===== src/rtl/cache_req_queue.sv =====
`default_nettype none
// ============================================================================
// Module  : cache_req_queue
// Purpose : FIFO-buffered request stage that issues commands to the cache one at a
//           time, classifies hit/miss, measures latency and keeps hit/miss counters.
// Rev     : 1.0
// ============================================================================
module cache_req_queue #(
    parameter int DEPTH      = 4,
    parameter int DATA_WIDTH = 10,
    parameter int ADDR_WIDTH = 14,
    parameter int TIMEOUT    = 255
) (
    input  logic                  clk,
    input  logic                  rst,
    input  logic                  cmd_valid,
    output logic                  cmd_ready,
    input  logic                  cmd_write,
    input  logic [ADDR_WIDTH-1:0] cmd_addr,
    input  logic [DATA_WIDTH-1:0] cmd_wdata,
    output logic [ADDR_WIDTH-1:0] cache_addr,
    output logic                  cache_read,
    output logic                  cache_write,
    output logic [DATA_WIDTH-1:0] cache_write_data,
    input  logic                  cache_hit,
    input  logic [DATA_WIDTH-1:0] cache_data,
    input  logic                  cache_strob,
    output logic                  rsp_valid,
    output logic                  rsp_write,
    output logic [ADDR_WIDTH-1:0] rsp_addr,
    output logic [DATA_WIDTH-1:0] rsp_data,
    output logic                  rsp_hit,
    output logic                  rsp_timeout,
    output logic [7:0]            rsp_latency,
    output logic [15:0]           hit_cnt,
    output logic [15:0]           miss_cnt
);
    localparam int             PTR_W     = $clog2(DEPTH);
    localparam logic [PTR_W:0] FULL      = (PTR_W+1)'(DEPTH);
    localparam logic [7:0]     LAT_LIMIT = 8'(TIMEOUT);

    localparam logic [1:0] ST_IDLE = 2'd0;
    localparam logic [1:0] ST_BUSY = 2'd1;
    localparam logic [1:0] ST_GAP  = 2'd2;

    logic                  fifo_write [DEPTH];
    logic [ADDR_WIDTH-1:0] fifo_addr  [DEPTH];
    logic [DATA_WIDTH-1:0] fifo_wdata [DEPTH];
    logic [PTR_W-1:0]      wr_ptr;
    logic [PTR_W-1:0]      rd_ptr;
    logic [PTR_W:0]        count;
    logic [1:0]            state;
    logic [7:0]            lat;

    logic push;
    logic pop;
    logic read_done;
    logic write_done;
    logic done;
    logic timed_out;
    logic finish;
    logic hit_class;

    assign cmd_ready  = (count != FULL);
    assign push       = cmd_valid & cmd_ready;
    // GAP issues directly when work is waiting, so the cache sees exactly one idle cycle.
    assign pop        = ((state == ST_IDLE) || (state == ST_GAP)) && (count != '0);
    assign read_done  = cache_read & cache_strob;
    assign write_done = cache_write & cache_hit & ~cache_strob;
    assign done       = (state == ST_BUSY) & (read_done | write_done);
    assign timed_out  = (state == ST_BUSY) & ~(read_done | write_done) & (lat >= LAT_LIMIT);
    assign finish     = done | timed_out;
    assign hit_class  = read_done ? cache_hit : (lat <= 8'd2);

    always_ff @(posedge clk) begin
        if (push) begin
            fifo_write[wr_ptr] <= cmd_write;
            fifo_addr[wr_ptr]  <= cmd_addr;
            fifo_wdata[wr_ptr] <= cmd_wdata;
        end
    end

    always_ff @(posedge clk or posedge rst) begin
        if (rst) begin
            wr_ptr <= '0;
            rd_ptr <= '0;
            count  <= '0;
        end else begin
            if (push) wr_ptr <= wr_ptr + PTR_W'(1);
            if (pop)  rd_ptr <= rd_ptr + PTR_W'(1);
            case ({push, pop})
                2'b10:   count <= count + (PTR_W+1)'(1);
                2'b01:   count <= count - (PTR_W+1)'(1);
                default: count <= count;
            endcase
        end
    end

    always_ff @(posedge clk or posedge rst) begin
        if (rst) begin
            state            <= ST_IDLE;
            lat              <= 8'd0;
            cache_addr       <= '0;
            cache_read       <= 1'b0;
            cache_write      <= 1'b0;
            cache_write_data <= '0;
            rsp_valid        <= 1'b0;
            rsp_write        <= 1'b0;
            rsp_addr         <= '0;
            rsp_data         <= '0;
            rsp_hit          <= 1'b0;
            rsp_timeout      <= 1'b0;
            rsp_latency      <= 8'd0;
        end else begin
            rsp_valid <= 1'b0;
            case (state)
                ST_BUSY: begin
                    if (finish) begin
                        state       <= ST_GAP;
                        cache_read  <= 1'b0;
                        cache_write <= 1'b0;
                        rsp_valid   <= 1'b1;
                        rsp_write   <= cache_write;
                        rsp_addr    <= cache_addr;
                        rsp_data    <= read_done ? cache_data : '0;
                        rsp_hit     <= timed_out ? 1'b0 : hit_class;
                        rsp_timeout <= timed_out;
                        rsp_latency <= lat;
                    end else if (lat != 8'hFF) begin
                        lat <= lat + 8'd1;
                    end
                end
                default: begin
                    cache_read  <= 1'b0;
                    cache_write <= 1'b0;
                    state       <= ST_IDLE;
                    if (pop) begin
                        state            <= ST_BUSY;
                        lat              <= 8'd1;
                        cache_addr       <= fifo_addr[rd_ptr];
                        cache_read       <= ~fifo_write[rd_ptr];
                        cache_write      <= fifo_write[rd_ptr];
                        cache_write_data <= fifo_wdata[rd_ptr];
                    end
                end
            endcase
        end
    end

    always_ff @(posedge clk or posedge rst) begin
        if (rst) begin
            hit_cnt  <= 16'd0;
            miss_cnt <= 16'd0;
        end else if (done) begin
            if (hit_class) begin
                if (hit_cnt != 16'hFFFF) hit_cnt <= hit_cnt + 16'd1;
            end else begin
                if (miss_cnt != 16'hFFFF) miss_cnt <= miss_cnt + 16'd1;
            end
        end
    end

endmodule
`default_nettype wire


===== config.mk =====
export PLATFORM = sky130hd
export DESIGN_NAME = cache_req_queue
export DESIGN_NICKNAME = d
export VERILOG_FILES = /design/src/rtl/cache_req_queue.sv
export SDC_FILE = /design/constraint.sdc
export NUM_CORES = 1
export LEC_CHECK = 0
export ABC_AREA = 1
export CAP_MARGIN = 10
export CELL_PAD_IN_SITES_DETAIL_PLACEMENT = 1
export CELL_PAD_IN_SITES_GLOBAL_PLACEMENT = 1
export CORE_ASPECT_RATIO = 0.9
export CORE_UTILIZATION = 45
export CTS_BUF_LIST = sky130_fd_sc_hd__clkbuf_16
export CTS_CLUSTER_DIAMETER = 60
export DETAILED_ROUTE_END_ITERATION = 8
export GPL_TIMING_DRIVEN = 1
export HOLD_SLACK_MARGIN = 0.12
export PLACE_DENSITY = 0.89
export SKIP_CTS_REPAIR_TIMING = 1
export SLEW_MARGIN = 20
export SYNTH_ARGS = -nofsm -noshare
export SYNTH_HDL_FRONTEND = slang
export SYNTH_SLANG_ARGS = --single-unit

===== constraint.sdc =====
create_clock -name clk -period 7.25 [get_ports clk]
set_input_delay 1.45 -clock clk [delete_from_list [all_inputs] [get_ports clk]]
set_output_delay 1.45 -clock clk [all_outputs]
set_load 0.05 [all_outputs]

======== After elaboration in Yosys (flattened, before gate mapping) ========
Memories as Yosys holds them, arrays and structs flattened. A register that Yosys moved wholly into a read port is not among the register bits.
Cells that the tools add are included.
word-level totals
  flip-flop bits (word level) ............. 87
  bits in writable memories ............... 100
  bits of input ports ..................... 40
  word-level logic and storage cells ...... 84
  memories kept ........................... 3
memories
  name        depth  bits a word  read ports  clocked after Yosys merged registers in  wr ports  RTL line  text
  fifo_addr   4      14           1           1                                        1         47        logic [ADDR_WIDTH-1:0] fifo_addr [DEPTH];
  fifo_wdata  4      10           1           1                                        1         48        logic [DATA_WIDTH-1:0] fifo_wdata [DEPTH];
  fifo_write  4      1            1           0                                        1         46        logic fifo_write [DEPTH];
cells by class
  add/subtract/negate cells ............... 7
  order comparisons ....................... 2
  eq/ne operators ......................... 11
  multiplexer cells ....................... 20
  bitwise gates (word level) .............. 14
  reduce and logical (&&, ||, !) cells .... 11
operators with widths
  operator               number
  $add 16x1->16 const B  2
  $mux 8                 4
  $ne 16x16->1 const B   2
  $mux 1                 12
  $mux 10                1
  $reduce_and 3->1       3
  $add 8x1->8 const B    1
  $ge 8x8->1 const B     1
  $le 8x2->1 const B     1
  $ne 8x8->1 const B     1
  $and 1x1->1            7
  $pmux 3 s2             1
  $not 1->1              5
  $add 2x1->2 const B    2
  $eq 2x1->1 const B     2
  $eq 2x2->1 const B     2
  $mux 2                 2
  $ne 2x2->1 const B     2
  $reduce_and 2->1       2
  $reduce_bool 2->1      2
  $add 3x1->3 const B    1
  $ne 3x3->1 const B     1
  $reduce_bool 3->1      1
  $sub 3x1->3 const B    1
  other kinds (5)        6

======== Depth between registers and ports, before layout ========
Gate-level depths: netlist of the first run.
  word-level depth ........................ 9
  gate-level depth with buffers ........... 12
  depth with buffers taken out ............ 11

======== Worst setup path after synthesis of the first run ========
No wires, ideal clock.
  path type ............................... input to register
  start ................................... in cmd_valid
  end ..................................... mem fifo_addr[0][0], enable pin
  library setup time ...................... 0.407 ns
  arrival ................................. 2.731 ns
  data required time ...................... 6.843 ns
  setup slack ............................. 4.113 ns
  stages on the path ...................... 2
  path buffers ............................ 0
  cells stage by stage .................... nand2_1 nor2_1
on the way
  longest elaborated chain between the ends .. 3
RTL lines
  element                       RTL line  text
  from (decl)                   16        input logic cmd_valid,
  $and 1x1->1                   65        assign push = cmd_valid & cmd_ready;
  $mux 1                        76        if (push) begin
  $mux 1 (not written as such)  78        fifo_addr[wr_ptr] <= cmd_addr;
  to (decl)                     47
No other way between the ends.

======== Worst setup path after layout of the first run ========
  start ................................... reg count[0]
  end ..................................... out cmd_ready
on the way
  longest elaborated chain between the ends .. 1
RTL lines
  element                 RTL line  text
  from (decl)             51        logic [PTR_W:0] count;
  from (signal assigned)  92        2'b10: count <= count + (PTR_W+1)'(1);
  from (signal assigned)  93        2'b01: count <= count - (PTR_W+1)'(1);
  from (signal assigned)  94        default: count <= count;
  $ne 3x3->1              64        assign cmd_ready = (count != FULL);
  to (decl)               17        output logic cmd_ready,
No other way between the ends.

==> Flow_metrics.wiki, run 1 <==
{| class="wikitable"
! Metric !! Value
|-
| Result of the run || completed
|-
| Clk buf depth || 3
|-
| Maximum number of pins on one net before global-route repair || 60
|-
| Number of rows created at floorplan || between 40 and 50
|-
| Final std cells w/o fill || roughly 1300
|-
| Clk_skew || around 0.019 ns
|-
| Synthesized net count || 954
|-
| Global placement routability congestion || ~0.90
|-
| Setup slack after layout || approximately 3.8 ns
|-
| Dominant cell type by area after synthesis || edfxtp_1
|-
| Fraction of final layout cells sized beyond drive strength 1 || 0.05598
|-
| Area added between synthesis and finish || 26.21%
|-
| Period minus WS final || approximately 3.4 ns
|-
| Dominant combinational cell family by area after synthesis || simple AND/OR/NAND/NOR gates
|-
| Vias post-DR || approximately 7100
|-
| Proportion of total power due to net switching || 0.4350
|-
| Top cells by area in the synthesized netlist || edfxtp_1 (33%), dfrtp_1 (31%), nand2_1 (8.8%)
|-
| Hold path startpoint || count[0]$_DFFE_PP0P_
|-
| Simple logic cell fraction of the synthesized area || 0.2098
|-
| Cell count after synthesis || 904
|-
| Post-placement cell area || around 11000 um2
|-
| Number of levels in the clock H-tree || 1
|-
| Number of I/O pins || 135
|-
| Critical path origin || count[0]$_DFFE_PP0P_
|-
| Detail Route Antenna Nets || 0
|-
| Power Internal || 2.942 mW
|-
| Data required time at the worst endpoint || ~5.8 ns
|-
| Height of the die || approximately 140 um
|-
| Total Power Consumption || about 5.2 mW
|-
| Post-route standard cell area excluding fillers || 11370 um2
|-
| Sw power || about 2.3 mW
|-
| Fin Setup TNS || 0 ns
|-
| Nature of the critical path endpoint || primary output
|-
| Hold Worst Slack || around 0.50 ns
|-
| Adder and majority cell fraction of the synthesized area || 0.01472
|-
| Worst reg-to-reg setup slack || 4.16 ns
|-
| Total core area || 19400 um2
|-
| Floorplan die area || 20590 um2
|-
| Relative contribution of the clock network to total power || 0.232
|-
| Clk pin slew, worst setup/hold paths || 0.06 ns
|-
| Mux share of post-synthesis cell area || 0
|-
| Syn_area_per_cell || ~10 um2
|-
| Worst-case vdd ir drop || 0.2674 mV
|-
| RR Startpoint || rd_ptr[1]$_DFFE_PP0P_
|-
| Max-slew violation count || 0
|-
| Root Buffer Master || clkbuf_16
|-
| Final-stage net count || between 1000 and 1500
|-
| Clock network latency to the later pin of the worst-skew pair || between 0.5 and 0.6 ns
|-
| Post-synthesis register bit count || between 200 and 250
|-
| Number of warnings reported in the yosys synthesis log || 0
|-
| Pre-CTS setup slack || between 3 and 4 ns
|-
| Cell variety after synth || 30
|-
| Clock tree from TritonCTS || built
|-
| Antenna violations before repair || 1
|-
| Number of global-route vias before repair || between 7000 and 8000
|-
| Share of total power in combinational logic || 0.403
|-
| Compound-gate portion of the synthesized area || 0.06445
|-
| DRC violations left || 0
|-
| Number of cells after detailed placement || 1260
|-
| Total standard cell area after synthesis || 9007 um2
|-
| Average detailed-routed wire length per instance || ~20 um
|-
| Setup repair after global routing missed its margin || false
|-
| Drt via density || ~5.4
|-
| Number of buffers inserted during clock tree synthesis || 24
|-
| Total routed wirelength || between 20000 and 30000 um
|-
| Max-Cap Viols || 0
|-
| DPL Wire Length || ~16000 um
|-
| Sequential power share || 0.365
|-
| Worst max-slew margin expressed relative to the limit || 0.2665
|-
| Leak || about 4.7 nW
|-
| Transition time at the pin with the least slew margin || approximately 1.1 ns
|-
| IO Port Bufs || 134
|-
| Overall global routing resource usage || 0.2628
|-
| Xor/xnor share of the synthesized area || 0.03112
|-
| Critical path launch point type || register
|-
| Maximum net fanout on the critical path || 3
|-
| Final hold viol count || 0
|-
| Number of iterations in the first detailed-routing pass || 4
|-
| Setup CP Type || register to primary output
|-
| Count of endpoints failing setup in the final report || 0
|-
| Worst hold-check path type || register to register
|-
| Core utilization of the finished layout || 0.5860
|-
| Clock sinks || about 210
|-
| Areal power density over the cells || 458.0 nW/um2
|-
| Global route total overflow || 0
|-
| Maximum operating frequency || around 290 MHz
|-
| Wire length of the first global-routing pass || 41140 um
|-
| Starting DRC count in detailed routing || approximately 300
|-
| Width of the die || 151.1 um
|-
| Share of the yosys chip area belonging to registers || 0.6418
|-
| Area fraction of the dominant cell type after synthesis || 0.3334
|-
| Critical path data arrival time || about 2.0 ns
|-
| Effective utilization at floorplan || 0.4643
|-
| Crit share post-route || 0.4736
|}
-- critical path, cell delays in order, from the launching register on --
cell and delay (ns):
dfrtp_1 0.37, inv_1 0.13, nand3_1 0.14, clkdlybuf4s50_1 0.81
-- cells in the mapped netlist (all sizes together) --
master	count
nand3	67
ha	9
nor3	2
o22ai	3
a21oi	14
a31oi	23
edfxtp	100
xor2	14
clkinv	1
nand2	213
dfrtp	111
nand4	8
buf	12
o21ai	66
clkbuf	23
fa	1
xnor2	18
nor2	171
inv	48
-- sequential cells by signal, indices dropped and copies added (netlist names), 10 cells and up --
| register | flops |
|---|---|
| cache_write_data | 10 |
| rsp_data | 10 |
| fifo_addr | 56 |
| miss_cnt | 16 |
| hit_cnt | 16 |
| fifo_wdata | 40 |
| rsp_addr | 14 |
| cache_addr | 14 |
-- cell families after synthesis --
kind of cell | after synthesis
xor gates and xnor gates | 32
AOI/OAI and AO/OA | 106
and+or+nand+nor | 461
adders and majority gates | 10
buffers and inverters | 84
DFF | 211
-- power groups by stage --
stage	sequential, mW	clock [mW]	combinational (mW)
global route	1.93	1.27	2.26
CTS	1.90	1.23	2.12
floorplan	2.38	0	0.829
finish	1.90	1.21	2.10
detailed placement	1.90	0	2.07
global placement	1.88	0	1.96
-- placed cells by master (no fill, tap or decap), drive strengths merged --
cell / count
a31oi: 23
inv: 53
buf: 7
ha: 9
diode: 1
nand4: 8
o22ai: 3
clkbuf: 24
xor2: 14
bufinv: 3
clkdlybuf4s50: 134
o21ai: 66
nand2: 213
a21oi: 14
dfrtp: 111
clkinv: 13
nor3: 2
fa: 1
xnor2: 18
edfxtp: 100
nand3: 67
nor2: 171
-- per-layer routing --
| metal | wire length, um | track usage |
|---|---|---|
| met1 | 10600 | 0.3239 |
| met2 | 13390 | 0.4720 |
| met3 | 1282 | 0.03523 |
| met4 | 789 | 0.08944 |
| met5 | 0 | 0 |
-- final cells by class --
class	count	area, um2
inverter	49	186.4
clock inverter	20	188.9
clock buffer	24	600.6
fill	2120	8030
sequential	211	5782
antenna	1	2.502
tap	250	312.8
multi-input combinational	609	2902
timing repair buffer	141	1394
-- final timing paths --
kind,endpoint,cells after the start
max,cmd_ready,3
min reg2reg,count[0]$_DFFE_PP0P_,1
max in group asynchronous,rsp_data[1]$_DFFE_PP0P_,3
max reg2reg,cache_addr[0]$_DFFE_PP0P_,4
min,count[0]$_DFFE_PP0P_,1
min in group asynchronous,cache_write_data[8]$_DFFE_PP0P_,2
No activity file was read; power rests on OpenSTA's default activity.
==> run 2, diff against run 1 <==
--- a/config.mk
+++ b/config.mk
@@ -10,13 +10,13 @@
 export CELL_PAD_IN_SITES_DETAIL_PLACEMENT = 1
 export CELL_PAD_IN_SITES_GLOBAL_PLACEMENT = 1
 export CORE_ASPECT_RATIO = 0.9
-export CORE_UTILIZATION = 45
+export CORE_UTILIZATION = 42
 export CTS_BUF_LIST = sky130_fd_sc_hd__clkbuf_16
 export CTS_CLUSTER_DIAMETER = 60
 export DETAILED_ROUTE_END_ITERATION = 8
 export GPL_TIMING_DRIVEN = 1
 export HOLD_SLACK_MARGIN = 0.12
-export PLACE_DENSITY = 0.89
+export PLACE_DENSITY = 0.84
 export SKIP_CTS_REPAIR_TIMING = 1
 export SLEW_MARGIN = 20
 export SYNTH_ARGS = -nofsm -noshare
==> constraint.sdc (replaced) <==
create_clock -name clk -period 3.3 [get_ports clk]
set_input_delay 0.66 -clock clk [delete_from_list [all_inputs] [get_ports clk]]
set_output_delay 0.66 -clock clk [all_outputs]
set_load 0.05 [all_outputs]
==> Flow_metrics.wiki, run 2 (synthesized netlist as in run 1, its figures left out) <==
{| class="wikitable"
! Metric !! Value
|-
| Result of the run || completed
|-
| Final-stage net count || 1094
|-
| Clock sinks || roughly 210
|-
| Post-placement cell area || approximately 11000 um2
|-
| Number of rows created at floorplan || 50
|-
| Total of fill cells in the finished design || ~2300
|-
| Height of the die || 140.9 um
|-
| Data required time at the worst endpoint || around 2.6 ns
|-
| Worst max-slew margin expressed relative to the limit || 0.5372
|-
| Floorplan die area || 22040 um2
|-
| Worst hold-check path type || register to register
|-
| Number of buffers inserted during clock tree synthesis || 24
|-
| Nature of the critical path endpoint || primary output
|-
| Global route total overflow || 0
|-
| Starting DRC count in detailed routing || between 200 and 300
|-
| Most frequent cells in the layout || nand2_1 (211), nor2_1 (164), clkdlybuf4s50_1 (134)
|-
| Number of global-route vias before repair || ~7300
|-
| Setup repair after global routing missed its margin || false
|-
| Setup CP Type || register to primary output
|-
| Crit share post-route || 0.7905
|-
| Final std cells w/o fill || around 1300
|-
| Max-Cap Viols || 0
|-
| Clock tree from TritonCTS || built
|-
| Root Buffer Master || clkbuf_16
|-
| Max-slew violation count || 0
|-
| Maximum number of pins on one net before global-route repair || slightly below 70
|-
| Critical path launch point type || register
|-
| DRC violations left || 0
|-
| Register ranked first by flip-flop count || fifo_addr
|-
| Area added between synthesis and finish || 27.38%
|-
| Count of endpoints failing setup in the final report || 0
|-
| Largest registers || fifo_addr x56, fifo_wdata x40
|-
| Number of levels in the clock H-tree || 1
|-
| Fin Setup TNS || 0 ns
|-
| Width of the die || roughly 160 um
|-
| Total core area || approximately 21000 um2
|-
| Hold Worst Slack || around 0.48 ns
|-
| Global placement routability congestion || 0.8248
|-
| Setup slack after layout || about 0.69 ns
|-
| Worst-case vdd ir drop || between 0.6 and 0.7 mV
|-
| Total routed wirelength || around 24000 um
|-
| Clk_skew || 0.01774 ns
|-
| Number of cells after detailed placement || ~1300
|-
| Maximum net fanout on the critical path || 3
|-
| Clk buf depth || 3
|-
| Final hold viol count || 0
|-
| Most common cell after layout, fill and taps aside || nand2_1
|-
| IO Port Bufs || about 130
|-
| Highest cell delay on the worst timing path || 0.81 ns
|-
| Clock network latency to the later pin of the worst-skew pair || about 0.53 ns
|-
| Clk pin slew, worst setup/hold paths || around 0.060 ns
|-
| Post-route standard cell area excluding fillers || roughly 11000 um2
|-
| Average detailed-routed wire length per instance || roughly 18 um
|-
| Detail Route Antenna Nets || 0
|-
| Number of iterations in the first detailed-routing pass || 4
|-
| Leak || roughly 4.7 nW
|-
| Fraction of final layout cells sized beyond drive strength 1 || 0.06309
|-
| Drt via density || just over 5
|-
| Max reg flops || 56
|-
| Pre-CTS setup slack || around 0.6 ns
|-
| Vias post-DR || approximately 6900
|-
| Period minus WS final || about 2.6 ns
|-
| Transition time at the pin with the least slew margin || approximately 0.69 ns
|-
| Areal power density over the cells || 977.9 nW/um2
|-
| Maximum operating frequency || about 380 MHz
|-
| DPL Wire Length || roughly 16000 um
|-
| Critical path data arrival time || between 1.5 and 2 ns
|-
| Slowest stage cell on the critical path || clkdlybuf4s50_1
|-
| Total Power Consumption || roughly 11 mW
|-
| Effective utilization at floorplan || 0.4311
|-
| List of cells traversed by the critical path || inv_1, nand3_1, clkdlybuf4s50_1
|-
| Overall global routing resource usage || 0.2212
|-
| Number of I/O pins || between 100 and 150
|-
| Total inserted antenna cells || 0
|-
| Wire length of the first global-routing pass || approximately 38000 um
|-
| Core utilization of the finished layout || 0.5491
|-
| Antenna violations before repair || 0
|}
==> run 2: layer usage <==
layer	up-vias	wire, um	GRT usage
met5	-	0	0
met4	0	542	0.06037
met3	39	1088	0.03566
met2	150	11960	0.3912
met1	3436	10090	0.2801
li1	3273	-	-
==> run 2: area by class of cell <==
| type | count | area [um2] | area share |
|---|---|---|---|
| Sequential cell | 211 | 5782 | 0.5039 |
| Multi-Input combinational cell | 609 | 2902 | 0.2529 |
| Clock buffer | 25 | 625.6 | 0.05453 |
| Inverter | 49 | 187.7 | 0.01636 |
| Timing Repair Buffer | 149 | 1466 | 0.1278 |
| Clock inverter | 19 | 152.6 | 0.01330 |
| Tap cell | 286 | 357.8 | 0.03119 |
==> run 2: critical path: cells and delay by family (launching register included) <==
family,cells,cell delay [ns]
buf+inv,2,0.92
flops,1,0.36
simple gates,1,0.14
==> run 2: report_power, final <==
group | internal, mW | switching [mW]
Sequential | 3.51 | 0.465
Combinational | 1.41 | 3.26
Clock | 1.53 | 1.05
==> run 2: path summary, 6_finish.rpt <==
kind	cells after the start	slack (ns)	endpoint	start
max	3	0.69	cmd_ready	count[0]$_DFFE_PP0P_
min reg2reg	1	0.48	count[0]$_DFFE_PP0P_	count[0]$_DFFE_PP0P_
max in group asynchronous	3	2.00	rd_ptr[0]$_DFFE_PP0P_	rst
max reg2reg	9	1.11	count[2]$_DFFE_PP0P_	count[0]$_DFFE_PP0P_
min in group asynchronous	2	0.54	rsp_addr[3]$_DFFE_PP0P_	rst
min	1	0.48	count[0]$_DFFE_PP0P_	count[0]$_DFFE_PP0P_
==> run 3, diff against run 2 <==
==> constraint.sdc (replaced) <==
create_clock -name clk -period 2.4 [get_ports clk]
set_input_delay 0.48 -clock clk [delete_from_list [all_inputs] [get_ports clk]]
set_output_delay 0.48 -clock clk [all_outputs]
set_load 0.05 [all_outputs]
==> Flow_metrics.wiki, run 3 (synthesized netlist as in run 1, its figures left out) <==
{| class="wikitable"
! Metric !! Value
|-
| IO Port Bufs || 134
|-
| Height of the die || roughly 140 um
|-
| Worst reg-to-reg setup slack || approximately 0.42 ns
|-
| Critical path data arrival time || 1.85 ns
|-
| Antenna violations before repair || 0
|-
| Path length in cells of the critical path || 1
|-
| Overall global routing resource usage || 0.2258
|-
| Number of rows created at floorplan || 50
|-
| List of cells traversed by the critical path || clkdlybuf4s50_1
|-
| Wire length of the first global-routing pass || just under 40000 um
|-
| Max-slew violation count || 0
|-
| Average detailed-routed wire length per instance || 17.78 um
|-
| Most frequent cells in the layout || nand2_1 (211), nor2_1 (164), clkdlybuf4s50_1 (133)
|-
| Total inserted antenna cells || 0
|-
| Global route total overflow || 0
|-
| Max-Cap Viols || 0
|-
| Maximum net fanout on the critical path || 7
|-
| Leak || around 4.8 nW
|-
| Starting DRC count in detailed routing || about 250
|-
| DPL Wire Length || between 15000 and 20000 um
|-
| Clk pin slew, worst setup/hold paths || roughly 0.06 ns
|-
| Number of I/O pins || about 140
|-
| Nature of the critical path endpoint || primary output
|-
| Worst R2R Path Depth || 9
|-
| Number of global-route vias before repair || between 7000 and 8000
|-
| Maximum number of pins on one net before global-route repair || 53
|-
| Worst max-slew margin expressed relative to the limit || 0.4963
|-
| Data required time at the worst endpoint || 1.92 ns
|-
| Clk_skew || approximately 0.016 ns
|-
| Worst hold-check path type || input port to async pin
|-
| Drt via density || around 5.1
|-
| Clock tree from TritonCTS || built
|-
| Setup CP Type || register to primary output
|-
| Number of levels in the clock H-tree || 1
|-
| Clock sinks || 211
|-
| Effective utilization at floorplan || 0.4311
|-
| Fraction of final layout cells sized beyond drive strength 1 || 0.07210
|-
| Floorplan die area || 22040 um2
|-
| Clk buf depth || 3
|-
| Maximum operating frequency || 429.3 MHz
|-
| Width of the die || approximately 160 um
|-
| Final-stage net count || 1100
|-
| Fin Setup TNS || 0 ns
|-
| Crit share post-route || 0.9706
|-
| Root Buffer Master || clkbuf_16
|-
| DRC violations left || 0
|-
| Final hold viol count || 0
|-
| Period minus WS final || approximately 2.3 ns
|-
| Dominant delay contributor by cell family on the critical path || buffers and inverters
|-
| Most common cell after layout, fill and taps aside || nand2_1
|-
| Register ranked first by flip-flop count || fifo_addr
|-
| Total core area || about 21000 um2
|-
| Clock network latency to the later pin of the worst-skew pair || ~0.52 ns
|-
| Number of iterations in the first detailed-routing pass || 4
|-
| Transition time at the pin with the least slew margin || 0.7548 ns
|-
| Core utilization of the finished layout || 0.5566
|-
| Detail Route Antenna Nets || 0
|-
| Total routed wirelength || ~24000 um
|-
| Highest cell delay on the worst timing path || ~0.86 ns
|-
| Area added between synthesis and finish || 29.12%
|-
| Max reg flops || between 50 and 60
|-
| Pre-CTS setup slack || -0.03143 ns
|-
| Slowest stage cell on the critical path || clkdlybuf4s50_1
|-
| Count of endpoints failing setup in the final report || 0
|-
| Largest registers || fifo_addr x56, fifo_wdata x40
|-
| Worst r2r dst || count[2]$_DFFE_PP0P_
|-
| Result of the run || completed
|-
| Setup slack after layout || just over 0.07 ns
|-
| RR Startpoint || count[0]$_DFFE_PP0P_
|-
| Critical path launch point type || register
|-
| Total Power Consumption || around 16 mW
|-
| Vias post-DR || slightly below 7000
|-
| Setup repair after global routing missed its margin || false
|-
| Worst-case vdd ir drop || 0.7089 mV
|-
| Global placement routability congestion || around 0.83
|-
| Number of buffer and inverter stages on the critical path || 1
|-
| Number of buffers inserted during clock tree synthesis || 24
|-
| Areal power density over the cells || between 1000 and 1500 nW/um2
|}
run 3: power by group:
part	total, mW	switching (mW)	internal [mW]
Sequential	5.45	0.619	4.83
Clock	3.60	1.45	2.15
Combinational	6.66	4.57	2.09
run 3: routing by layer:
metal | vias to the layer above | global-route usage | wire (um)
li1 | 3285 | - | -
met1 | 3464 | 0.2695 | 9673
met2 | 163 | 0.4124 | 12580
met3 | 47 | 0.04181 | 1316
met4 | 0 | 0.06605 | 510
met5 | - | 0 | 0
run 3: how the worst max path moves through the flow:
stage	from	to
5_1_grt	miss_cnt[0]$_DFFE_PP0P_	miss_cnt[0]
4_1_cts	count[0]$_DFFE_PP0P_	cmd_ready
3_3_place_gp	cache_strob	miss_cnt[2]$_DFFE_PP0P_
3_5_place_dp	cache_strob	miss_cnt[7]$_DFFE_PP0P_
6_report	hit_cnt[0]$_DFFE_PP0P_	hit_cnt[0]
2_1_floorplan	count[0]$_DFFE_PP0P_	fifo_addr[0][0]$_DFFE_PP_
run 3: layout make-up:
class / instances / area, um2
multi-input cells: 609 / 2907
clock buffers: 24 / 600.6
repair buffers: 155 / 1614
flip-flops and latches: 211 / 5782
clock inverters: 20 / 181.4
well taps: 286 / 357.8
fillers: 2320 / 9265
inverters: 49 / 187.7
run 3: metrics by stage:
| step | instance area, um2 | instances | hold WS (ns) |
|---|---|---|---|
| 2_1_floorplan | 9016 | 904 | 0.4465 |
| 3_3_place_gp | 10850 | 1310 | 0.4621 |
| 3_5_place_dp | 10850 | 1310 | 0.4854 |
| 4_1_cts | 11630 | 1354 | 0.3314 |
| 5_1_grt | 11630 | 1354 | 0.3619 |
| 6_report | 11630 | 1354 | 0.3325 |
